## src/rtl/nbit_serial_reader_if.sv

```systemverilog
// rtl/nbit_serial_reader_if.sv - load/shift handshake and serial output bundle for nbit_serial_reader
interface nbit_serial_reader_if #(
  parameter int N = 8
);
  logic         Load;
  logic [N-1:0] D;
  logic         En;
  logic         Rdy;
  logic         Busy;
  logic         Sout;
  logic         SValid;
  logic         Done;

  modport master (
    output Load, D, En,
    input  Rdy, Busy, Sout, SValid, Done
  );

  modport slave (
    input  Load, D, En,
    output Rdy, Busy, Sout, SValid, Done
  );
endinterface

```

## src/rtl/nbit_serial_reader.sv

```systemverilog
// rtl/nbit_serial_reader.sv - parallel-in/serial-out register reader with Done pulse
// Optional even-parity trailer bit enabled by defining NBIT_SERIAL_READER_PARITY_EN.
module nbit_serial_reader #(
  parameter int N         = 8,
  parameter bit MSB_FIRST = 1'b0
) (
  input logic                 Clk,
  input logic                 R,
  nbit_serial_reader_if.slave bus
);
  localparam int              CW   = $clog2(N + 1);
  localparam logic [CW-1:0]   LAST = CW'(N - 1);

  typedef enum logic [1:0] {
    IDLE  = 2'd0,
    SHIFT = 2'd1,
    DONE  = 2'd2
`ifdef NBIT_SERIAL_READER_PARITY_EN
    , PAR = 2'd3
`endif
  } state_t;

  state_t        state;
  state_t        state_nxt;
  logic [N-1:0]  sreg;
  logic [CW-1:0] cnt;
  logic          last_bit;
  logic          head;
`ifdef NBIT_SERIAL_READER_PARITY_EN
  logic          par;
`endif

  assign last_bit = (cnt == LAST);
  // The shift register always presents the next bit at one fixed end.
  assign head     = MSB_FIRST ? sreg[N-1] : sreg[0];

  always_ff @(posedge Clk or negedge R) begin
    if (!R) begin
      state <= IDLE;
    end else begin
      state <= state_nxt;
    end
  end

  always_comb begin
    state_nxt = state;
    case (state)
      IDLE:  if (bus.Load) state_nxt = SHIFT;
      SHIFT: if (bus.En && last_bit) begin
`ifdef NBIT_SERIAL_READER_PARITY_EN
        state_nxt = PAR;
`else
        state_nxt = DONE;
`endif
      end
`ifdef NBIT_SERIAL_READER_PARITY_EN
      PAR:   if (bus.En) state_nxt = DONE;
`endif
      DONE:  state_nxt = IDLE;
      default: state_nxt = IDLE;
    endcase
  end

  always_ff @(posedge Clk or negedge R) begin
    if (!R) begin
      sreg <= '0;
      cnt  <= '0;
`ifdef NBIT_SERIAL_READER_PARITY_EN
      par  <= 1'b0;
`endif
    end else if (state == IDLE && bus.Load) begin
      sreg <= bus.D;
      cnt  <= '0;
`ifdef NBIT_SERIAL_READER_PARITY_EN
      par  <= ^bus.D;
`endif
    end else if (state == SHIFT && bus.En) begin
      sreg <= MSB_FIRST ? (sreg << 1) : (sreg >> 1);
      cnt  <= cnt + CW'(1);
    end
  end

  always_comb begin
    bus.Rdy    = (state == IDLE);
    bus.Busy   = 1'b0;
    bus.Sout   = 1'b0;
    bus.SValid = 1'b0;
    bus.Done   = 1'b0;
    case (state)
      SHIFT: begin
        bus.Busy   = 1'b1;
        bus.Sout   = head;
        bus.SValid = bus.En;
      end
`ifdef NBIT_SERIAL_READER_PARITY_EN
      PAR: begin
        bus.Busy   = 1'b1;
        bus.Sout   = par;
        bus.SValid = bus.En;
      end
`endif
      DONE:    bus.Done = 1'b1;
      default: ;
    endcase
  end
endmodule

```

## src/flat_wrapper.sv

```systemverilog
// flat-port wrapper written by rule: the top's interface ports become plain ports
module nbit_serial_reader_flat 
#(
  parameter int N         = 8,
  parameter bit MSB_FIRST = 1'b0
)
  (Clk, R, bus_Load, bus_D, bus_En, bus_Rdy, bus_Busy, bus_Sout, bus_SValid, bus_Done);
  nbit_serial_reader_if #(.N(N)) bus_i ();
  input logic Clk;
  input logic R;
  input wire logic [$bits(bus_i.Load)-1:0] bus_Load;
  input wire logic [$bits(bus_i.D)-1:0] bus_D;
  input wire logic [$bits(bus_i.En)-1:0] bus_En;
  output wire logic [$bits(bus_i.Rdy)-1:0] bus_Rdy;
  output wire logic [$bits(bus_i.Busy)-1:0] bus_Busy;
  output wire logic [$bits(bus_i.Sout)-1:0] bus_Sout;
  output wire logic [$bits(bus_i.SValid)-1:0] bus_SValid;
  output wire logic [$bits(bus_i.Done)-1:0] bus_Done;
  assign bus_i.Load = bus_Load;
  assign bus_i.D = bus_D;
  assign bus_i.En = bus_En;
  assign bus_Rdy = bus_i.Rdy;
  assign bus_Busy = bus_i.Busy;
  assign bus_Sout = bus_i.Sout;
  assign bus_SValid = bus_i.SValid;
  assign bus_Done = bus_i.Done;
  nbit_serial_reader #(.N(N), .MSB_FIRST(MSB_FIRST)) u_core (.Clk(Clk), .R(R), .bus(bus_i));
endmodule
```

## config.mk

```make
export PLATFORM = sky130hd
export DESIGN_NAME = nbit_serial_reader_flat
export DESIGN_NICKNAME = d
export VERILOG_FILES = /design/src/rtl/nbit_serial_reader_if.sv /design/src/rtl/nbit_serial_reader.sv /design/src/flat_wrapper.sv
export SDC_FILE = /design/constraint.sdc
export NUM_CORES = 1
export LEC_CHECK = 0
export CAP_MARGIN = 0
export CORE_MARGIN = 3
export CORE_UTILIZATION = 40
export DETAILED_ROUTE_END_ITERATION = 12
export PLACE_DENSITY = 0.72
export SYNTH_ARGS = -nofsm -noshare
export SYNTH_HDL_FRONTEND = slang
export SYNTH_SLANG_ARGS = --single-unit
```

## constraint.sdc

```tcl
create_clock -name Clk -period 1.58 [get_ports Clk]
set_input_delay 0.316 -clock Clk [delete_from_list [all_inputs] [get_ports Clk]]
set_output_delay 0.316 -clock Clk [all_outputs]
set_load 0.005 [all_outputs]
```

==> impl_metrics.py, run 1 <==
metrics = {
    "run_status": {
        "outcome": "completed",
    },
    "setup_path": {
        "critPathMaxStageDelay_ns": 0.40,
        "worstPathRequired_ns": 1.26,
        "r2r.worst_path.cells": 6,
        "cp.arrival_ns": 1.24,
        "path_class": "reg2out",
        "worstSetupStartpointType": "register",
        "endpoint_kind": "output port",
        "slowest_stage": "dfrtp_1",
        "critPathMaxFanout": 3,
        "worstPathCellList": "nor2b_2, and2_1, dlygate4sd2_1",
    },
    "global_route": {
        "overflow": 0,
        "grt_pass1_vias": 520,
        "grt_max_degree": 15,
        "antenna_found_initial": 0,
        "grt_pass1_wl_mm": 2.221,
        "grt.total_usage_pct": 14.38,
    },
    "timing": {
        "hold_viol": 0,
        "grt_setup_unrepaired": "yes",
        "max_slew_margin_pct": 87.65,
        "post-route-period-util_pct": 98.27,
        "fin_crit_ns": 1.553,
        "skew_ns": 0.005456,
        "finalMaxSlewViolations": 0,
        "tightestPinTransition_ns": 0.1852,
        "fmaxAchievable_mhz": 644.0,
        "setup_slack_ns": 0.02726,
        "setup_viol": 0,
    },
    "clock_tree": {
        "cts_max_path_buffers": 2,
        "cts_htree_levels": 1,
        "cts_tree": "done",
        "root_buffer": "clkbuf_4",
        "numCtsBuffers": 3,
        "clk_pin_slew_ns": 0.09,
        "cts_sinks": 14,
        "insertion_delay_ns": 0.28,
    },
    "pwr": {
        "power_density_nw_per_um2": 1632,
        "ir_worst_vdd_v": 0.0007578,
        "total_power_mw": 1.542,
        "p_leak_nw": 0.4581,
    },
    "place": {
        "io_buffers": 16,
        "finalWeightedCongestion": 0.6904,
        "place_ws_ns": -0.2163,
        "place_area_um2": 872.1,
        "hpwlAfterDp_um": 904.1,
    },
    "yosys": {
        "yosysSeqAreaShare_pct": 51.95,
        "ys_types": 25,
        "synth_top_area_share_pct": 51.95,
        "synth_seq_cells": 14,
        "synth_flop_cell": "dfrtp_1",
        "yosysMostFrequentCell": "dfrtp_1",
        "syn_area_per_cell_um2": 9.499,
        "synth_area_leaders": "dfrtp_1, a21oi_1, nand2_1, nor2_1, buf_6",
        "synth_area_leader_cell": "dfrtp_1",
        "syn_inst": 71,
        "synth_area_um2": 674.4,
        "synth_edf_count": 0,
        "synth_fp_nets": 84,
        "synth_commonest_cells": "dfrtp_1, nand2_1, a21oi_1",
        "ys_async_sr_fraction_pct": 100.0,
        "synth_warnings": 0,
    },
    "floorplanning": {
        "dieArea_um2": 2215,
        "start_util_pct": 43.75,
        "die_h_um": 47.06,
        "io_pins": 17,
        "die_w_um": 47.06,
        "core_um2": 1541,
        "core.rowCount": 14,
    },
    "routing": {
        "firstDrtPassIters": 4,
        "vias": 592,
        "drc": 0,
        "routed_via_density": 5.148,
        "drt_iter0_drc": 15,
        "wl_mm": 1.328,
        "wl_per_cell_um": 11.55,
        "ant_nets": 0,
    },
    "layout": {
        "final_nets": 113,
        "area_growth_pct": 40.07,
        "diodes": 0,
        "drive_gt1_share_pct": 21.21,
        "utilization_pct": 61.28,
        "postLayoutCellArea_um2": 944.7,
        "fillCellCount": 151,
    },
    "run": {
        "cap_violations": 0,
    },
    "worst_hold_path": {
        "hold_path.class": "in2async",
    },
}
==> worst paths after layout <==
check / slack [ns] / start / end
setup / recovery: 0.03 / u_core.state[0] / bus_Sout
hold / removal: 0.34 / R / u_core.cnt[3]
setup reg to reg: 0.08 / u_core.state[1] / u_core.sreg[1]
hold reg to reg: 0.48 / u_core.cnt[3] / u_core.cnt[3]
max in group asynchronous: 1.07 / R / u_core.sreg[3]
min in group Clk: 0.48 / u_core.cnt[3] / u_core.cnt[3]
==> layer usage <==
layer  GRT usage [%]  vias to the layer above  wire, um
met5               0                        -         0
met4           8.287                        0         8
met3           2.682                        2        94
met2           20.87                       16       612
met1           19.91                      275       613
li1                -                      299         -
==> sequential cells by signal, indices dropped and copies added (netlist names) <==
signal,cells
u_core.cnt,4
u_core.sreg,8
u_core.state,2
==> logic make-up (layout without fill, tap and decap cells) <==
family / Yosys count / in the layout / share of synthesized area [%]
simple gates: 34 / 34 / 24.86
fa+ha+maj: 1 / 1 / 1.855
buf+inv: 6 / 34 / 6.308
xor+xnor: 1 / 1 / 1.299
mux: 1 / 1 / 1.484
compound gates: 14 / 14 / 12.24
flops: 14 / 14 / 51.95
==> cells in the final DEF (no fill, tap or decap), drive strengths merged, types with 2 or more instances in the layout <==
cell | Yosys | layout
clkdlybuf4s50 | 0 | 11
clkbuf | 0 | 4
nor2 | 7 | 7
a22oi | 2 | 2
nor3b | 2 | 2
nand3 | 3 | 3
dlygate4sd2 | 0 | 4
dfrtp | 14 | 14
buf | 4 | 13
nand2 | 13 | 13
inv | 2 | 2
a21oi | 10 | 10
==> worst max-delay path: cells and delay by family (launching register included) <==
| kind | cells | cell delay [ns] |
|---|---|---|
| DFF | 1 | 0.40 |
| and+or+nand+nor | 2 | 0.32 |
| buffers and inverters | 1 | 0.25 |
==> timing repair <==
action | 4_1_cts | 5_1_grt
resized for setup | 12 | 0
endpoints found under the setup margin | 5 | 2
buffers inserted | 5 | 0
hold buffers | 0 | 0
pin swaps | 0 | 1
==> per-stage QoR <==
step           hold slack (ns)  std cells  TNS [ns]
4_1_cts                 0.3370        115         0
2_1_floorplan          0.02041         71         0
3_3_place_gp            0.4612        106   -0.8349
6_report                0.3424        115         0
5_1_grt                 0.3519        115  -0.02853
3_5_place_dp            0.4736        106   -0.6925
==> power by group <==
| part | switching, mW | internal, mW |
|---|---|---|
| Sequential | 0.0954 | 0.516 |
| Combinational | 0.303 | 0.374 |
| Clock | 0.114 | 0.140 |
| Total | 0.512 | 1.03 |
==> cell type report <==
type | instances | area [um^2] | area share (%)
sequential | 14 | 350.3 | 37.09
multi-input combinational | 51 | 286.5 | 30.33
timing repair buffer | 28 | 244.0 | 25.83
clock buffer | 4 | 36.28 | 3.841
tap | 16 | 20.02 | 2.119
inverter | 2 | 7.507 | 0.7947
Note: power is estimated with default switching activity, not from simulation.
==> run 2: changes to the inputs <==
Settings changed: SKIP_LAST_GASP from default to 1.
==> impl_metrics.py, run 2 (same netlist as run 1, synthesis figures left out) <==
metrics = {
    "setup_path": {
        "critPathMaxFanout": 2,
        "worstSetupStartpointType": "register",
        "critPathMaxStageDelay_ns": 0.38,
        "rrSetupSlack_ns": 0.08,
        "slowest_stage": "dfrtp_1",
        "cp.arrival_ns": 1.22,
        "worstPathCellList": "buf_4, buf_4, nand3b_1, inv_2, clkbuf_2",
        "endpoint_kind": "output port",
        "path_class": "reg2out",
        "worstPathRequired_ns": 1.26,
        "crit_top_cell": "buf_4",
    },
    "floorplanning": {
        "core.rowCount": 14,
        "dieArea_um2": 2215,
        "io_pins": 17,
        "start_util_pct": 43.75,
        "core_um2": 1541,
        "die_h_um": 47.06,
        "die_w_um": 47.06,
    },
    "pwr": {
        "p_sw_mw": 0.5411,
        "p_comb_share_pct": 46.3,
        "total_power_mw": 1.607,
        "intPower_mw": 1.066,
        "seq_power_share_pct": 38.0,
        "swShare_pct": 33.67,
        "p_clk_share_pct": 15.7,
        "p_leak_nw": 0.4768,
        "ir_worst_vdd_v": 0.0007822,
        "power_density_nw_per_um2": 1653,
    },
    "routing": {
        "drc": 0,
        "wl_met1_um": 688,
        "firstDrtPassIters": 4,
        "vias": 610,
        "wl_mm": 1.503,
        "wl_per_cell_um": 12.74,
        "routed_via_density": 5.169,
        "top_layer_used": "met4",
        "wl_met3_um": 104,
        "ant_nets": 0,
        "drt_iter0_drc": 10,
        "met2_wirelength_um": 689,
    },
    "layout": {
        "top_register": "u_core.sreg",
        "area_growth_pct": 44.16,
        "diodes": 0,
        "fillCellCount": 144,
        "biggestRegsByFlops": "u_core.sreg x8, u_core.cnt x4, u_core.state x2",
        "drive_gt1_share_pct": 25.49,
        "largest_reg_flops": 8,
        "layout_common_cells": "buf_4, dfrtp_1, nand2_1",
        "regArea_um2": 350.3,
        "final_nets": 116,
        "layout.cells.non_filler": 118,
        "multi_input_area_um2": 302.8,
    },
    "timing": {
        "setup_slack_ns": 0.03920,
        "setup_viol": 0,
        "fin_crit_ns": 1.541,
        "max_slew_margin_pct": 84.95,
        "post-route-period-util_pct": 97.52,
        "grt_setup_unrepaired": "yes",
        "skew_ns": 0.001237,
        "hold_viol": 0,
        "tightestPinTransition_ns": 0.2253,
        "finalMaxSlewViolations": 0,
        "hold-worst-slack_ns": 0.3500,
        "setup_tns_ns": 0,
        "fmaxAchievable_mhz": 649.0,
    },
    "clock_tree": {
        "cts_htree_levels": 1,
        "root_buffer": "clkbuf_4",
        "insertion_delay_ns": 0.27,
        "cts_tree": "done",
        "numCtsBuffers": 3,
        "cts_sinks": 14,
        "clk_pin_slew_ns": 0.08,
        "cts_max_path_buffers": 2,
    },
    "global_route": {
        "grt_max_degree": 15,
        "grt_pass1_vias": 534,
        "overflow": 0,
        "antenna_found_initial": 0,
        "grt_pass1_wl_mm": 2.270,
        "grt.total_usage_pct": 14.76,
    },
    "worst_hold_path": {
        "hold_path.class": "in2async",
    },
    "run": {
        "cap_violations": 0,
    },
    "place": {
        "placed_cells": 106,
        "hpwlAfterDp_um": 904.1,
        "io_buffers": 16,
        "place_ws_ns": -0.2163,
        "finalWeightedCongestion": 0.6904,
    },
    "run_status": {
        "outcome": "completed",
    },
}
## run 2: power by group through the flow
stage | Combinational [mW] | Sequential (mW) | Clock [mW]
finish | 0.744 | 0.611 | 0.252
CTS | 0.694 | 0.611 | 0.269
global route | 0.830 | 0.633 | 0.275
detailed placement | 0.650 | 0.624 | 0
floorplan | 0.420 | 0.604 | 0
global placement | 0.637 | 0.618 | 0
## run 2: area by class of cell
cell class,count,share of cell area (%)
repair buffers,30,26.25
clock buffers,4,3.732
well taps,16,2.059
multi-input cells,52,31.15
inverters,2,0.7722
flip-flops and latches,14,36.04
## run 2: worst paths after layout
check | end | cells after the start | startpoint
hold reg to reg | u_core.cnt[3] | 1 | u_core.cnt[3]
min in group Clk | u_core.cnt[3] | 1 | u_core.cnt[3]
setup reg to reg | u_core.sreg[1] | 6 | u_core.state[1]
setup / recovery | bus_SValid | 5 | u_core.state[0]
hold / removal | u_core.state[0] | 2 | R
max in group asynchronous | u_core.cnt[2] | 2 | R
## run 2: repair_timing
action,in CTS,in global routing
endpoints found under the setup margin,5,12
pin swaps,0,2
resized for setup,6,8
setup buffers,5,3
gates cloned,0,1
hold buffers,0,0
## run 2: routing by layer
metal | global-route usage (%) | up-vias
li1 | - | 308
met1 | 19.86 | 278
met2 | 22.22 | 20
met3 | 2.682 | 4
met4 | 8.287 | 0
met5 | 0 | -
## run 2: critical path, delay by kind of cell (launching register included)
family	cells	cell delay, ns
and+or+nand+nor	1	0.13
buffers and inverters	4	0.43
DFF	1	0.38
## run 2: per-stage QoR
step	util [%]	area, um^2
after global routing	63.07	972.2
after global placement	56.57	872.1
final	63.07	972.2
after floorplan	-	674.4
after CTS	61.20	943.4
after detailed placement	56.57	872.1
